File: config.mk
export PLATFORM = sky130hd
export DESIGN_NAME = svn_rcvr
export DESIGN_NICKNAME = d
export VERILOG_FILES = /design/src/rtl/svn_pkg.sv /design/src/rtl/svn_pat_enc.sv /design/src/rtl/svn_rcvr.sv
export SDC_FILE = /design/constraint.sdc
export NUM_CORES = 1
export LEC_CHECK = 0
export ABC_AREA = 1
export ABC_CLOCK_PERIOD_IN_PS = 3200
export CAP_MARGIN = 20
export CELL_PAD_IN_SITES_DETAIL_PLACEMENT = 1
export CELL_PAD_IN_SITES_GLOBAL_PLACEMENT = 2
export CORE_MARGIN = 2
export CORE_UTILIZATION = 30
export DETAILED_ROUTE_END_ITERATION = 10
export PLACE_DENSITY = 0.76
export SLEW_MARGIN = 20
export SYNTH_ARGS = -nofsm -noshare
export SYNTH_HDL_FRONTEND = slang
export SYNTH_SLANG_ARGS = --single-unit
File: constraint.sdc
create_clock -name clk -period 3.2 [get_ports clk]
set_clock_uncertainty 0.15 [all_clocks]
set_input_delay 0.64 -clock clk [delete_from_list [all_inputs] [get_ports clk]]
set_output_delay 0.64 -clock clk [all_outputs]
set_load 0.02 [all_outputs]
File: src/rtl/svn_pkg.sv
// svn_pkg: shared segment patterns, code constants and FSM states for the seven-segment receiver.
package svn_pkg;
  localparam int STABLE_CYC_DEF = 4;
  localparam logic [3:0] BLANK_CODE = 4'hF;
  localparam logic [6:0] SEG_0 = 7'b0000001;
  localparam logic [6:0] SEG_1 = 7'b1001111;
  localparam logic [6:0] SEG_2 = 7'b0010010;
  localparam logic [6:0] SEG_3 = 7'b0000110;
  localparam logic [6:0] SEG_4 = 7'b1001100;
  localparam logic [6:0] SEG_5 = 7'b0100100;
  localparam logic [6:0] SEG_6 = 7'b0100000;
  localparam logic [6:0] SEG_7 = 7'b0001111;
  localparam logic [6:0] SEG_8 = 7'b0000000;
  localparam logic [6:0] SEG_9 = 7'b0000100;
  localparam logic [6:0] SEG_BLANK = 7'b1111111;
  typedef enum logic [1:0] {IDLE, SETTLE, HOLD} state_t;
  function automatic logic [2:0] low_idx(input logic [7:0] an);
    low_idx = 3'd0;
    for (int i = 0; i < 8; i++) if (!an[i]) low_idx = 3'(i);
  endfunction
endpackage

File: src/rtl/svn_pat_enc.sv
// svn_pat_enc: active-low segment pattern {CA..CG} to digit code, with legal flag.
module svn_pat_enc
  import svn_pkg::*;
(
  input  logic [6:0] seg,
  output logic [3:0] code,
  output logic       legal
);
  always_comb begin
    code = BLANK_CODE;
    legal = 1'b1;
    case (seg)
      SEG_0: code = 4'd0;
      SEG_1: code = 4'd1;
      SEG_2: code = 4'd2;
      SEG_3: code = 4'd3;
      SEG_4: code = 4'd4;
      SEG_5: code = 4'd5;
      SEG_6: code = 4'd6;
      SEG_7: code = 4'd7;
      SEG_8: code = 4'd8;
      SEG_9: code = 4'd9;
      SEG_BLANK: code = BLANK_CODE;
      default: legal = 1'b0;
    endcase
  end
endmodule

File: src/rtl/svn_rcvr.sv
// svn_rcvr: recovers digit codes and decimal points from observed multiplexed seven-segment lines.
module svn_rcvr
  import svn_pkg::*;
#(
  parameter int STABLE_CYC = STABLE_CYC_DEF
) (
  input  logic        clk,
  input  logic        rst,
  input  logic        CA,
  input  logic        CB,
  input  logic        CC,
  input  logic        CD,
  input  logic        CE,
  input  logic        CF,
  input  logic        CG,
  input  logic        DP,
  input  logic [7:0]  AN,
  output logic [31:0] digits,
  output logic [7:0]  dps,
  output logic [7:0]  digit_vld,
  output logic        upd,
  output logic [2:0]  upd_idx,
  output logic        pat_err,
  output logic        an_err
);
  localparam logic [7:0] STABLE = 8'(STABLE_CYC);
  logic [15:0] sync1, s, prev;
  state_t state, state_n;
  logic [7:0] count, count_n;
  logic [7:0] an_low;
  logic [3:0] code;
  logic [2:0] idx;
  logic legal, changed, idle_an, multi, eval;
  svn_pat_enc u_enc (.seg(s[7:1]), .code(code), .legal(legal));
  assign an_low = ~s[15:8];
  assign idle_an = an_low == 8'd0;
  assign multi = (an_low & (an_low - 8'd1)) != 8'd0;
  assign changed = s != prev;
  assign idx = low_idx(s[15:8]);
  assign eval = state == SETTLE && !changed && count == STABLE;
  always_comb begin
    state_n = state;
    count_n = count;
    if (changed) begin
      state_n = idle_an ? IDLE : SETTLE;
      count_n = idle_an ? 8'd0 : 8'd1;
    end else if (state == SETTLE) begin
      state_n = count == STABLE ? HOLD : SETTLE;
      count_n = count == STABLE ? count : count + 8'd1;
    end
  end
  always_ff @(posedge clk) begin
    if (rst) begin
      sync1 <= '1;
      s <= '1;
      prev <= '1;
      state <= IDLE;
      count <= 8'd0;
      digits <= 32'hFFFF_FFFF;
      dps <= 8'd0;
      digit_vld <= 8'd0;
      upd <= 1'b0;
      upd_idx <= 3'd0;
      pat_err <= 1'b0;
      an_err <= 1'b0;
    end else begin
      sync1 <= {AN, CA, CB, CC, CD, CE, CF, CG, DP};
      s <= sync1;
      prev <= s;
      state <= state_n;
      count <= count_n;
      upd <= eval && !multi && legal;
      pat_err <= eval && !multi && !legal;
      an_err <= eval && multi;
      if (eval && !multi && legal) begin
        digits[{idx, 2'b00} +: 4] <= code;
        dps[idx] <= ~s[0];
        digit_vld[idx] <= 1'b1;
        upd_idx <= idx;
      end
    end
  end
endmodule

==> metrics.csv, run 1 <==
stage,metric,value,unit
synth,top post-synthesis cells by area,"dfxtp_1, nand2_1, nand3_1, inv_1, nor2_1",
floorplanning,IO Count,72,
worst_hold_path,Min-Delay Endpoint,s[8]$_SDFF_PP1_,
synth,Mapped Area,0.004758,mm2
sta,"Hold Vio Cnt, Final",0,
setup_path,CP Data Arrival Time,2.95,ns
sta,final setup fails,0,
synth,#FFs+latches synth,112,
global_routing,vias in the first global route,4305,
setup_path,r2r worst-path depth,10,
sta,Slew @ Worst Pin,0.5736,ns
synth,Synth area leader,dfxtp_1,
global_routing,pin count of the biggest net entering global routing,49,
setup_path,CP Class,reg2reg,
routing,wire per inst,13.82,um
synth,number of flops mapped to enable cells by yosys,0,
setup_path,startpoint types,register,
routing,DR DRC count,0,
clocking,hold buffer count at CTS,0,
synth,Syn Area/Cell,7.400,um2
synth,synth cell count leaders,"nand2_1, dfxtp_1, inv_1",
setup_path,crit path capture type,register,
clocking,Post-CTS Setup Repair Bufs,0,
sta,RSZ-0062 raised after global routing,no,
synth,async set-reset flop share out of synthesis,0,%
floorplanning,die footprint,0.01688,mm2
global_routing,antenna violations before repair,0,
synth,syn_nets,666,
synth,top-count cell post-synth,nand2_1,
routing,Vias,4261,
global_routing,gr ovfl total,0,
floorplanning,Initial Util,30.28,%
floorplanning,die height,129.9,um
final_layout,layout net count,737,
final_layout,# diodes,0,
routing,First-pass DRT Iterations,5,
power,Leak,2.719,nW
floorplanning,core area,0.01571,mm2
worst_hold_path,hold path cells,1,
outcome,run status,finished clean,
routing,initial DRC count,230,
synth,sequential fraction of the synthesis area,47.12,%
sta,Final Slew Violations,0,
clocking,TritonCTS clock tree,done,
placement,input/output buffers,71,
setup_path,worst r2r dst,digits[8]$_SDFFE_PP1P_,
clocking,CTS buffer count,9,
synth,top-area cell type share of the netlist area,47.12,%
setup_path,reg2reg start,s[11]$_SDFF_PP1_,
placement,DPL Wire Length,9972,um
job,maxcap violations,0,
clocking,CTS max path bufs,2,
placement,gp weighted congestion,0.8539,
synth,main flop type after synthesis,dfxtp_1,
placement,placed cells,919,
floorplanning,placement row count,46,
final_layout,final non-filler cell total,935,
sta,Final Cycle Share,89.76,%
sta,Tmin final,2.872,ns
setup_path,worst reg2reg setup slack,0.33,ns
power,"IR drop worst, VDD",0.2374,mV
power,P per Cell Area,472.0,mW/mm2
final_layout,share of cells above drive strength 1,11.13,%
global_routing,Global Route Usage Sum,16.19,%
worst_hold_path,worst hold-check path type,reg2reg,
synth,Yosys cell types,28,
setup_path,CP Data Required Time,3.28,ns
routing,post-DR vias/cell,4.557,
sta,setup TNS,0,ns
clocking,CTS resizes,0,
clocking,root buffer cell,clkbuf_16,
synth,Cells after Synth,643,
sta,FMAX,0.3481,GHz
synth,Yosys Warn Count,0,
sta,Rel. slew slack,61.47,%
final_layout,area growth from synthesis to layout,26.35,%
clocking,clk_lat worst skew,0.35,ns
clocking,# H-tree levels,3,
final_layout,Util after Layout,38.26,%
clocking,CTS sink cnt,112,
setup_path,Crit Path Max Fanout,10,
clocking,clock-pin slew on the worst setup and hold paths,0.07,ns
routing,WL final,12920,um
routing,DRT antenna net count,0,
global_routing,first-pass GRT wire length,21500,um
worst_hold_path,start point of the worst hold path,sync1[8]$_SDFF_PP1_,
floorplanning,Die X,129.9,um
==> layout make-up <==
cell class                 count  area (um2)
clock inverter                 2       12.51
tap                          216       270.3
sequential                   112        2242
fill                        1952        9701
clock buffer                  14       274.0
timing repair buffer          79       783.3
multi-input combinational    431        2126
inverter                      81       304.0
==> cells by family (layout without fill, tap and decap cells) <==
| family | Yosys count | in the layout | share of synthesized area [%] |
|---|---|---|---|
| flops | 112 | 112 | 47.12 |
| simple gates | 375 | 375 | 37.08 |
| xor+xnor | 11 | 11 | 2.025 |
| compound gates | 40 | 40 | 4.260 |
| fa+ha+maj | 5 | 5 | 1.315 |
| buf+inv | 100 | 176 | 8.204 |
==> report_power, final <==
group          internal [W]  total [W]  switching (W)
logic              0.000102   0.000301       0.000199
clock network      0.000593    0.00110       0.000503
registers           0.00142    0.00144      0.0000211
total               0.00211    0.00284       0.000723
==> sequential cells by signal, indices dropped and copies added (netlist names) <==
signal / count
an_err: 1
s: 16
digit_vld: 8
upd_idx: 3
pat_err: 1
sync1: 16
prev: 16
upd: 1
digits: 32
dps: 8
count: 8
state: 2
==> layer usage <==
layer	vias to the layer above	global-route usage (%)	share of wire [%]
li1	2183	-	-
met2	64	26.58	46
met4	0	5.187	1.2
met5	-	0	0
met3	10	2.747	3.1
met1	2004	21.77	49
==> cell usage in the layout, fill, tap and decap left out, drive strengths merged <==
cell type,n
nand4,32
nor2,69
xor2,4
dfxtp,112
clkinv,3
buf,8
a21oi,23
nand3b,2
a31oi,2
xnor2,7
clkbuf,14
nor3,12
clkinvlp,1
inv,79
o21ai,15
or2,33
nand3,67
nand2,159
ha,5
nor4,1
clkdlybuf4s50,71
==> how the worst max path moves through the flow <==
stage | endpoint | startpoint | slack [ns] | cells past startpoint
6_report | digits[8]$_SDFFE_PP1P_ | s[11]$_SDFF_PP1_ | 0.33 | 10
5_1_grt | digits[8]$_SDFFE_PP1P_ | s[13]$_SDFF_PP1_ | 0.03 | 10
4_1_cts | digits[8]$_SDFFE_PP1P_ | s[11]$_SDFF_PP1_ | 0.35 | 10
3_5_place_dp | digits[8]$_SDFFE_PP1P_ | s[11]$_SDFF_PP1_ | 0.36 | 10
3_3_place_gp | digits[9]$_SDFFE_PP1P_ | s[10]$_SDFF_PP1_ | 0.53 | 11
2_1_floorplan | digits[16]$_SDFFE_PP1P_ | s[10]$_SDFF_PP1_ | 0.52 | 15
==> through the flow <==
step,hold slack (ns),power (W),setup slack [ns],instance area [um2]
finish,0.2607,0.002838,0.3275,6012
global route,0.2723,0.002978,0.03463,6012
CTS,0.2644,0.002884,0.3534,6012
detailed placement,0.2478,0.001777,0.3594,5725
global placement,0.2416,0.001767,0.5251,5725
floorplan,0.2395,0.001672,0.5164,4758
==> critical path, cell delays in order, from the launching register on <==
cell	delay, ns
dfxtp_1	0.44
o21ai_1	0.13
a21oi_1	0.38
nor2_4	0.05
inv_2	0.19
ha_1	0.26
inv_1	0.15
nor4_4	0.57
nand3_1	0.26
nand2_1	0.11
nand3_1	0.07
Power figures use the tool's default switching activity.
==> run 2, diff against run 1 <==
Settings changed: ABC_AREA 1 to default, ABC_CLOCK_PERIOD_IN_PS 3200 to 3600, CORE_UTILIZATION 30 to 36, PLACE_DENSITY 0.76 to 0.83.
Clock period 3.2 ns to 3.6 ns, I/O delays scaled along.
==> run 2 against run 1 <==
Register-to-register slack better by 0.14 ns. Critical path depth did not move. Cell area down 7.6%. Hold slack improved by 0.00088 ns. Clock power fell by 15%. Synthesized cell count decreased by 28%. Via count down 21%. Cell count is 27% lower. First-iteration DRC count decreased by 43%.
==> metrics.csv, run 2 <==
stage,metric,value,unit,change
routing,DRT antenna net count,0,,unchanged
sta,final setup fails,0,,unchanged
synth,syn_nets,486,,was 666
final_layout,most frequent cells in the layout,"dfxtp_1, clkdlybuf4s50_1, nor2_1",,"was nand2_1, dfxtp_1, inv_1, clkdlybuf4s50_1, nand3_1"
sta,Rel. slew slack,61.88,%,was 61.47%
final_layout,# diodes,0,,unchanged
routing,Vias,3348,,was 4261
routing,Met2 Wirelength,4528,um,was 6001 um
sta,RSZ-0062 raised after global routing,no,,unchanged
setup_path,Crit Path Max Fanout,9,,was 10
clocking,hold buffer count at CTS,0,,unchanged
synth,synth cell count leaders,"dfxtp_1, nor2_1, or2_2",,"was nand2_1, dfxtp_1, inv_1"
final_layout,final non-filler cell total,686,,was 935
floorplanning,die height,115.7,um,was 129.9 um
final_layout,Register Area,0.002242,mm2,unchanged
power,P per Cell Area,430.6,mW/mm2,was 472.0 mW/mm2
setup_path,CP Data Arrival Time,3.27,ns,was 2.95 ns
final_layout,layout net count,537,,was 737
sta,Final Slew Violations,0,,unchanged
global_routing,Global Route Usage Sum,15.69,%,was 16.19%
placement,gp weighted congestion,0.7602,,was 0.8539
routing,WL final,9942,um,was 12920 um
synth,#FFs+latches synth,112,,unchanged
final_layout,area growth from synthesis to layout,23.64,%,was 26.35%
global_routing,gr ovfl total,0,,unchanged
routing,met3 wire length,369,um,was 405 um
final_layout,Layout fillers,1363,,was 1952
clocking,clk_lat worst skew,0.35,ns,about the same
power,"IR drop worst, VDD",0.2063,mV,was 0.2374 mV
synth,top-count cell post-synth,dfxtp_1,,was nand2_1
sta,Tmin final,3.135,ns,was 2.872 ns
routing,met1 WL,4856,um,was 6360 um
synth,top post-synthesis cells by area,"dfxtp_1, mux2i_1, or2_2, nor2_1, xnor2_1",,"was dfxtp_1, nand2_1, nand3_1, inv_1, nor2_1"
final_layout,max reg flops,32,,unchanged
synth,Synth Area in Simple Gates,24.12,%,was 37.08%
sta,FMAX,0.3190,GHz,was 0.3481 GHz
synth,Mapped Area,0.004493,mm2,was 0.004758 mm2
synth,number of flops mapped to enable cells by yosys,0,,unchanged
final_layout,share of cells above drive strength 1,14.67,%,was 11.13%
clocking,CTS max path bufs,2,,unchanged
power,Leak,2.175,nW,was 2.719 nW
synth,main flop type after synthesis,dfxtp_1,,unchanged
floorplanning,Initial Util,37.10,%,was 30.28%
sta,setup TNS,0,ns,unchanged
floorplanning,die footprint,0.01339,mm2,was 0.01688 mm2
clocking,root buffer cell,clkbuf_16,,unchanged
power,power consumption,0.002392,W,was 0.002838 W
clocking,clock-pin slew on the worst setup and hold paths,0.07,ns,about the same
setup_path,startpoint types,register,,unchanged
placement,placed cells,671,,was 919
floorplanning,IO Count,72,,unchanged
setup_path,r2r worst-path depth,10,,unchanged
global_routing,antenna violations before repair,0,,unchanged
synth,Yosys Warn Count,0,,unchanged
sta,Slew @ Worst Pin,0.5718,ns,was 0.5736 ns
routing,First-pass DRT Iterations,4,,was 5
synth,main combinational cell family by area after synthesis,simple AND/OR/NAND/NOR gates,,unchanged
setup_path,CP Data Required Time,3.73,ns,was 3.28 ns
floorplanning,placement row count,40,,was 46
worst_hold_path,hold path cells,1,,unchanged
sta,"Hold Vio Cnt, Final",0,,unchanged
floorplanning,Die X,115.7,um,was 129.9 um
routing,max layer used,met4,,unchanged
synth,post-synthesis compound-gate area fraction,5.430,%,was 4.260%
routing,initial DRC count,131,,was 230
final_layout,multi-input logic area,0.002033,mm2,was 0.002126 mm2
floorplanning,core area,0.01211,mm2,was 0.01571 mm2
final_layout,Util after Layout,45.87,%,was 38.26%
placement,input/output buffers,71,,unchanged
clocking,# H-tree levels,3,,unchanged
synth,Syn Area/Cell,9.704,um2,was 7.400 um2
outcome,run status,finished clean,,unchanged
job,maxcap violations,0,,unchanged
placement,DPL Wire Length,7233,um,was 9972 um
worst_hold_path,worst hold-check path type,reg2reg,,unchanged
synth,XOR/XNOR Fraction of Synth Area,5.180,%,was 2.025%
clocking,CTS buffer count,9,,unchanged
setup_path,CP Class,reg2reg,,unchanged
global_routing,pin count of the biggest net entering global routing,59,,was 49
clocking,TritonCTS clock tree,done,,unchanged
synth,async set-reset flop share out of synthesis,0,%,unchanged
final_layout,Largest Register,digits,,unchanged
synth,sequential fraction of the synthesis area,49.90,%,was 47.12%
routing,wire per inst,14.49,um,was 13.82 um
synth,adder-cell area share of the yosys netlist,1.615,%,was 1.315%
routing,DR DRC count,0,,unchanged
global_routing,vias in the first global route,3319,,was 4305
clocking,Post-CTS Setup Repair Bufs,0,,unchanged
clocking,CTS resizes,0,,unchanged
routing,post-DR vias/cell,4.880,,was 4.557
sta,worst hold margin,0.2615,ns,was 0.2607 ns
synth,Cells after Synth,463,,was 643
synth,mux contribution to synthesized area,8.911,%,was 0%
final_layout,"most common cell after layout, fill and taps aside",dfxtp_1,,was nand2_1
sta,Final Cycle Share,87.07,%,was 89.76%
clocking,CTS sink cnt,112,,unchanged
global_routing,first-pass GRT wire length,16460,um,was 21500 um
setup_path,crit path capture type,register,,unchanged
synth,top-area cell type share of the netlist area,49.90,%,was 47.12%
synth,Yosys cell types,49,,was 28
synth,Synth area leader,dfxtp_1,,unchanged
==> run 2: changes by cell type after synthesis, sizes merged, moves of 10 or more <==
cell    delta
nand4     -23
o21ai     -12
nand3     -56
mux2i     +40
or2       +16
nand2b    +10
nor2      -13
nand2    -143
xnor2     +12
inv       -62
==> run 2: critical path, stage by stage, from the launching register on <==
cell,delay (ns)
dfxtp_1,0.48
nand2b_1,0.08
a21boi_0,0.17
o21ai_0,0.10
nand2_1,0.31
inv_1,0.20
ha_1,0.26
ha_1,0.36
nor4b_1,0.37
and3_1,0.37
mux2i_1,0.21
==> run 2: path summary, 6_finish.rpt <==
check             slack, ns                 endpoint           startpoint
hold / removal         0.26          s[4]$_SDFF_PP1_  sync1[4]$_SDFF_PP1_
setup reg to reg       0.47  digits[24]$_SDFFE_PP1P_     s[10]$_SDFF_PP1_
hold reg to reg        0.26          s[4]$_SDFF_PP1_  sync1[4]$_SDFF_PP1_
setup / recovery       0.47  digits[24]$_SDFFE_PP1P_     s[10]$_SDFF_PP1_
==> run 2: kinds of logic after synthesis <==
logic type | count (synthesis)
buffers and inverters | 50
AOI/OAI and AO/OA | 39
muxes | 40
and+or+nand+nor | 192
DFF | 112
adders and majority gates | 6
xor gates and xnor gates | 24
==> run 2: final cells by class <==
| cell class | count | share of cell area [%] |
|---|---|---|
| clock buffer | 11 | 4.369 |
| inverter | 17 | 1.149 |
| clock inverter | 4 | 0.5405 |
| multi-input combinational | 301 | 36.60 |
| timing repair buffer | 73 | 13.20 |
| sequential | 112 | 40.36 |
| tap | 168 | 3.784 |
==> run 2: per-stage QoR <==
step / area [um2] / worst slack (ns)
floorplan: 4493 / 0.9786
global placement: 5283 / 0.6292
detailed placement: 5283 / 0.5314
CTS: 5555 / 0.3830
global route: 5555 / 0.1221
finish: 5555 / 0.4653
==> run 2: routing by layer <==
layer | up-vias | track usage (%)
met5 | - | 0
met4 | 0 | 6.667
met3 | 12 | 2.615
met2 | 63 | 25.93
met1 | 1625 | 20.36
li1 | 1648 | -
==> run 2: where the power goes <==
group | total (W) | internal, W | leakage, nW | switching, W
clock network | 0.000935 | 0.000488 | 0.132 | 0.000447
registers | 0.00129 | 0.00126 | 0.914 | 0.0000247
logic | 0.000170 | 0.0000796 | 1.13 | 0.0000905
==> run 3, diff against run 2 <==
Settings changed: CORE_MARGIN 2 to 4, CTS_CLUSTER_SIZE from default to 30.
==> run 3 against run 2 <==
Non-clock buffer count unchanged. Cell area is 0.32% higher. Setup slack improved by 0.042 ns. Sequential cell count unchanged. Critical path depth unchanged. First-iteration DRC count up 31%. Sequential power about the same. Global-route usage decreased by 1.5 points. Combinational power about the same. Cell count is 0.15% higher. Clock power increased by 8%. Critical path type unchanged. Largest cell class unchanged. Largest power group unchanged. Highest routed layer unchanged.
==> metrics.csv, run 3 (synthesis results as in run 2) <==
stage,metric,value,unit,change
clocking,clk_lat worst skew,0.34,ns,was 0.35 ns
sta,worst hold margin,0.2619,ns,was 0.2615 ns
setup_path,CP Class,reg2reg,,unchanged
setup_path,"CP delay by family, top",simple AND/OR/NAND/NOR gates,,unchanged
setup_path,CP Data Arrival Time,3.21,ns,was 3.27 ns
final_layout,most frequent cells in the layout,"dfxtp_1, clkdlybuf4s50_1, nor2_1",,unchanged
outcome,run status,finished clean,,unchanged
sta,Final Slew Violations,0,,unchanged
worst_hold_path,Min-Delay Endpoint,s[1]$_SDFF_PP1_,,was s[4]$_SDFF_PP1_
sta,setup TNS,0,ns,unchanged
global_routing,vias in the first global route,3345,,was 3319
power,P per Cell Area,441.7,mW/mm2,was 430.6 mW/mm2
floorplanning,die footprint,0.01433,mm2,was 0.01339 mm2
placement,dpl ws,0.5386,ns,was 0.5314 ns
routing,wire per inst,14.21,um,was 14.49 um
setup_path,startpoint types,register,,unchanged
power,Clk pwr share,40.9,%,was 39.1%
routing,First-pass DRT Iterations,4,,unchanged
clocking,CTS buffer count,9,,unchanged
routing,WL final,9759,um,was 9942 um
placement,DPL Wire Length,7321,um,was 7233 um
clocking,# H-tree levels,3,,unchanged
sta,FMAX,0.3233,GHz,was 0.3190 GHz
power,power consumption,0.002461,W,was 0.002392 W
power,Net Sw Power,0.0005740,W,was 0.0005624 W
setup_path,CP Data Required Time,3.72,ns,was 3.73 ns
global_routing,gr ovfl total,0,,unchanged
final_layout,layout net count,537,,unchanged
sta,"Hold Vio Cnt, Final",0,,unchanged
floorplanning,die height,119.7,um,was 115.7 um
final_layout,share of cells above drive strength 1,15.03,%,was 14.67%
power,Pint,0.001887,W,was 0.001830 W
global_routing,met1 GRT Util,19.58,%,was 20.36%
placement,input/output buffers,71,,unchanged
placement,gp weighted congestion,0.7558,,was 0.7602
clocking,hold buffer count at CTS,0,,unchanged
clocking,CTS resizes,0,,unchanged
power,Comb power frac,6.8,%,was 7.1%
global_routing,gr busiest metal,met2,,unchanged
setup_path,WP buf/inv,1,,unchanged
floorplanning,IO Count,72,,unchanged
clocking,clock-pin slew on the worst setup and hold paths,0.07,ns,about the same
setup_path,reg2reg start,s[10]$_SDFF_PP1_,,unchanged
power,"IR drop worst, VDD",0.2119,mV,was 0.2063 mV
final_layout,multi-input logic area,0.002033,mm2,unchanged
final_layout,area growth from synthesis to layout,24.03,%,was 23.64%
sta,Slew @ Worst Pin,0.5486,ns,was 0.5718 ns
clocking,root buffer cell,clkbuf_16,,unchanged
setup_path,CP Cell Sequence,nand2b_1 -> a21boi_0 -> o21ai_0 -> nand2_1 -> inv_1 -> ha_1 -> ha_1 -> nor4b_1 -> and3_1 -> mux2i_1,,unchanged
global_routing,first-pass GRT wire length,16730,um,was 16460 um
worst_hold_path,start point of the worst hold path,sync1[1]$_SDFF_PP1_,,was sync1[4]$_SDFF_PP1_
setup_path,worst r2r dst,digits[27]$_SDFFE_PP1P_,,was digits[24]$_SDFFE_PP1P_
global_routing,Global Route Usage Sum,14.17,%,was 15.69%
global_routing,M3 GR Usage,3.157,%,was 2.615%
power,Switching Fraction,23.32,%,was 23.51%
final_layout,# diodes,0,,unchanged
floorplanning,Initial Util,37.10,%,unchanged
setup_path,worst reg2reg setup slack,0.51,ns,was 0.47 ns
final_layout,max reg flops,32,,unchanged
clocking,TritonCTS clock tree,done,,unchanged
floorplanning,Die X,119.7,um,was 115.7 um
clocking,Post-CTS Setup Repair Bufs,0,,unchanged
clocking,CTS max path bufs,2,,unchanged
global_routing,pin count of the biggest net entering global routing,56,,was 59
worst_hold_path,hold path cells,1,,unchanged
final_layout,Largest Register,digits,,unchanged
sta,Tmin final,3.093,ns,was 3.135 ns
routing,DRT antenna net count,0,,unchanged
job,maxcap violations,0,,unchanged
setup_path,Crit Path Max Fanout,9,,unchanged
setup_path,CP dominant cell by count,ha_1,,unchanged
setup_path,crit path capture type,register,,unchanged
sta,RSZ-0062 raised after global routing,no,,unchanged
clocking,CTS sink cnt,112,,unchanged
setup_path,Worst path slowest cell,dfxtp_1,,unchanged
sta,Rel. slew slack,63.42,%,was 61.88%
setup_path,r2r worst-path depth,10,,unchanged
sta,final setup fails,0,,unchanged
setup_path,slowest cell delay on critical path,0.49,ns,was 0.48 ns
final_layout,"most common cell after layout, fill and taps aside",dfxtp_1,,unchanged
power,Seq pwr share,52.3,%,was 53.8%
worst_hold_path,worst hold-check path type,reg2reg,,unchanged
power,Leak,2.185,nW,was 2.175 nW
routing,Vias,3285,,was 3348
floorplanning,placement row count,40,,unchanged
global_routing,antenna violations before repair,0,,unchanged
floorplanning,core area,0.01211,mm2,unchanged
final_layout,Register Area,0.002242,mm2,unchanged
routing,DR DRC count,0,,unchanged
routing,initial DRC count,171,,was 131
sta,Final Cycle Share,85.91,%,was 87.07%
sta,Final Worst Setup Slack,0.5072,ns,was 0.4653 ns
global_routing,met2 Usage GRT,22.25,%,was 25.93%
routing,post-DR vias/cell,4.782,,was 4.880
final_layout,Layout fillers,1390,,was 1363
==> run 3: how the worst max path moves through the flow <==
stage                           from  cells after the start  slack (ns)                 endpoint
global placement    s[10]$_SDFF_PP1_                     10        0.62  digits[16]$_SDFFE_PP1P_
CTS                 s[10]$_SDFF_PP1_                     11        0.51   digits[3]$_SDFFE_PP1P_
detailed placement  s[10]$_SDFF_PP1_                     11        0.54   digits[3]$_SDFFE_PP1P_
global route        s[10]$_SDFF_PP1_                     10        0.17  digits[27]$_SDFFE_PP1P_
floorplan           s[10]$_SDFF_PP1_                     12        0.98  digits[24]$_SDFFE_PP1P_
finish              s[10]$_SDFF_PP1_                     10        0.51  digits[27]$_SDFFE_PP1P_
==> run 3: cell type report <==
cell class | count | area share (%)
tap | 168 | 3.772
clock buffer | 9 | 4.041
sequential | 112 | 40.23
multi-input combinational | 301 | 36.48
timing repair buffer | 73 | 12.93
inverter | 17 | 1.145
clock inverter | 7 | 1.392
==> run 3: per-layer routing <==
metal	vias up	part of all wire [%]
li1	1650	-
met4	0	1.1
met5	-	0
met3	9	4.1
met2	60	46
met1	1566	49
==> run 3: worst reg2reg max path, stage by stage (launching register included) <==
cell and delay, ns:
dfxtp_1 0.49, nand2b_1 0.09, a21boi_0 0.23, o21ai_0 0.10
nand2_1 0.29, inv_1 0.19, ha_1 0.26, ha_1 0.37
nor4b_1 0.29, and3_1 0.35, mux2i_1 0.23
==> run 3: per-stage QoR <==
step	utilization [%]	instance area (um2)	std cells
after floorplan	-	4493	463
after global placement	43.51	5270	671
after detailed placement	43.51	5270	671
after CTS	46.01	5573	687
after global routing	46.01	5573	687
final	46.01	5573	687
==> run 3: power groups by stage <==
stage                     clock network (W)  registers [W]  logic (W)
after floorplan                           0        0.00130   0.000137
after global placement                    0        0.00131   0.000166
after detailed placement                  0        0.00132   0.000169
after CTS                           0.00104        0.00129   0.000170
after global routing                0.00109        0.00129   0.000190
final                               0.00101        0.00129   0.000168
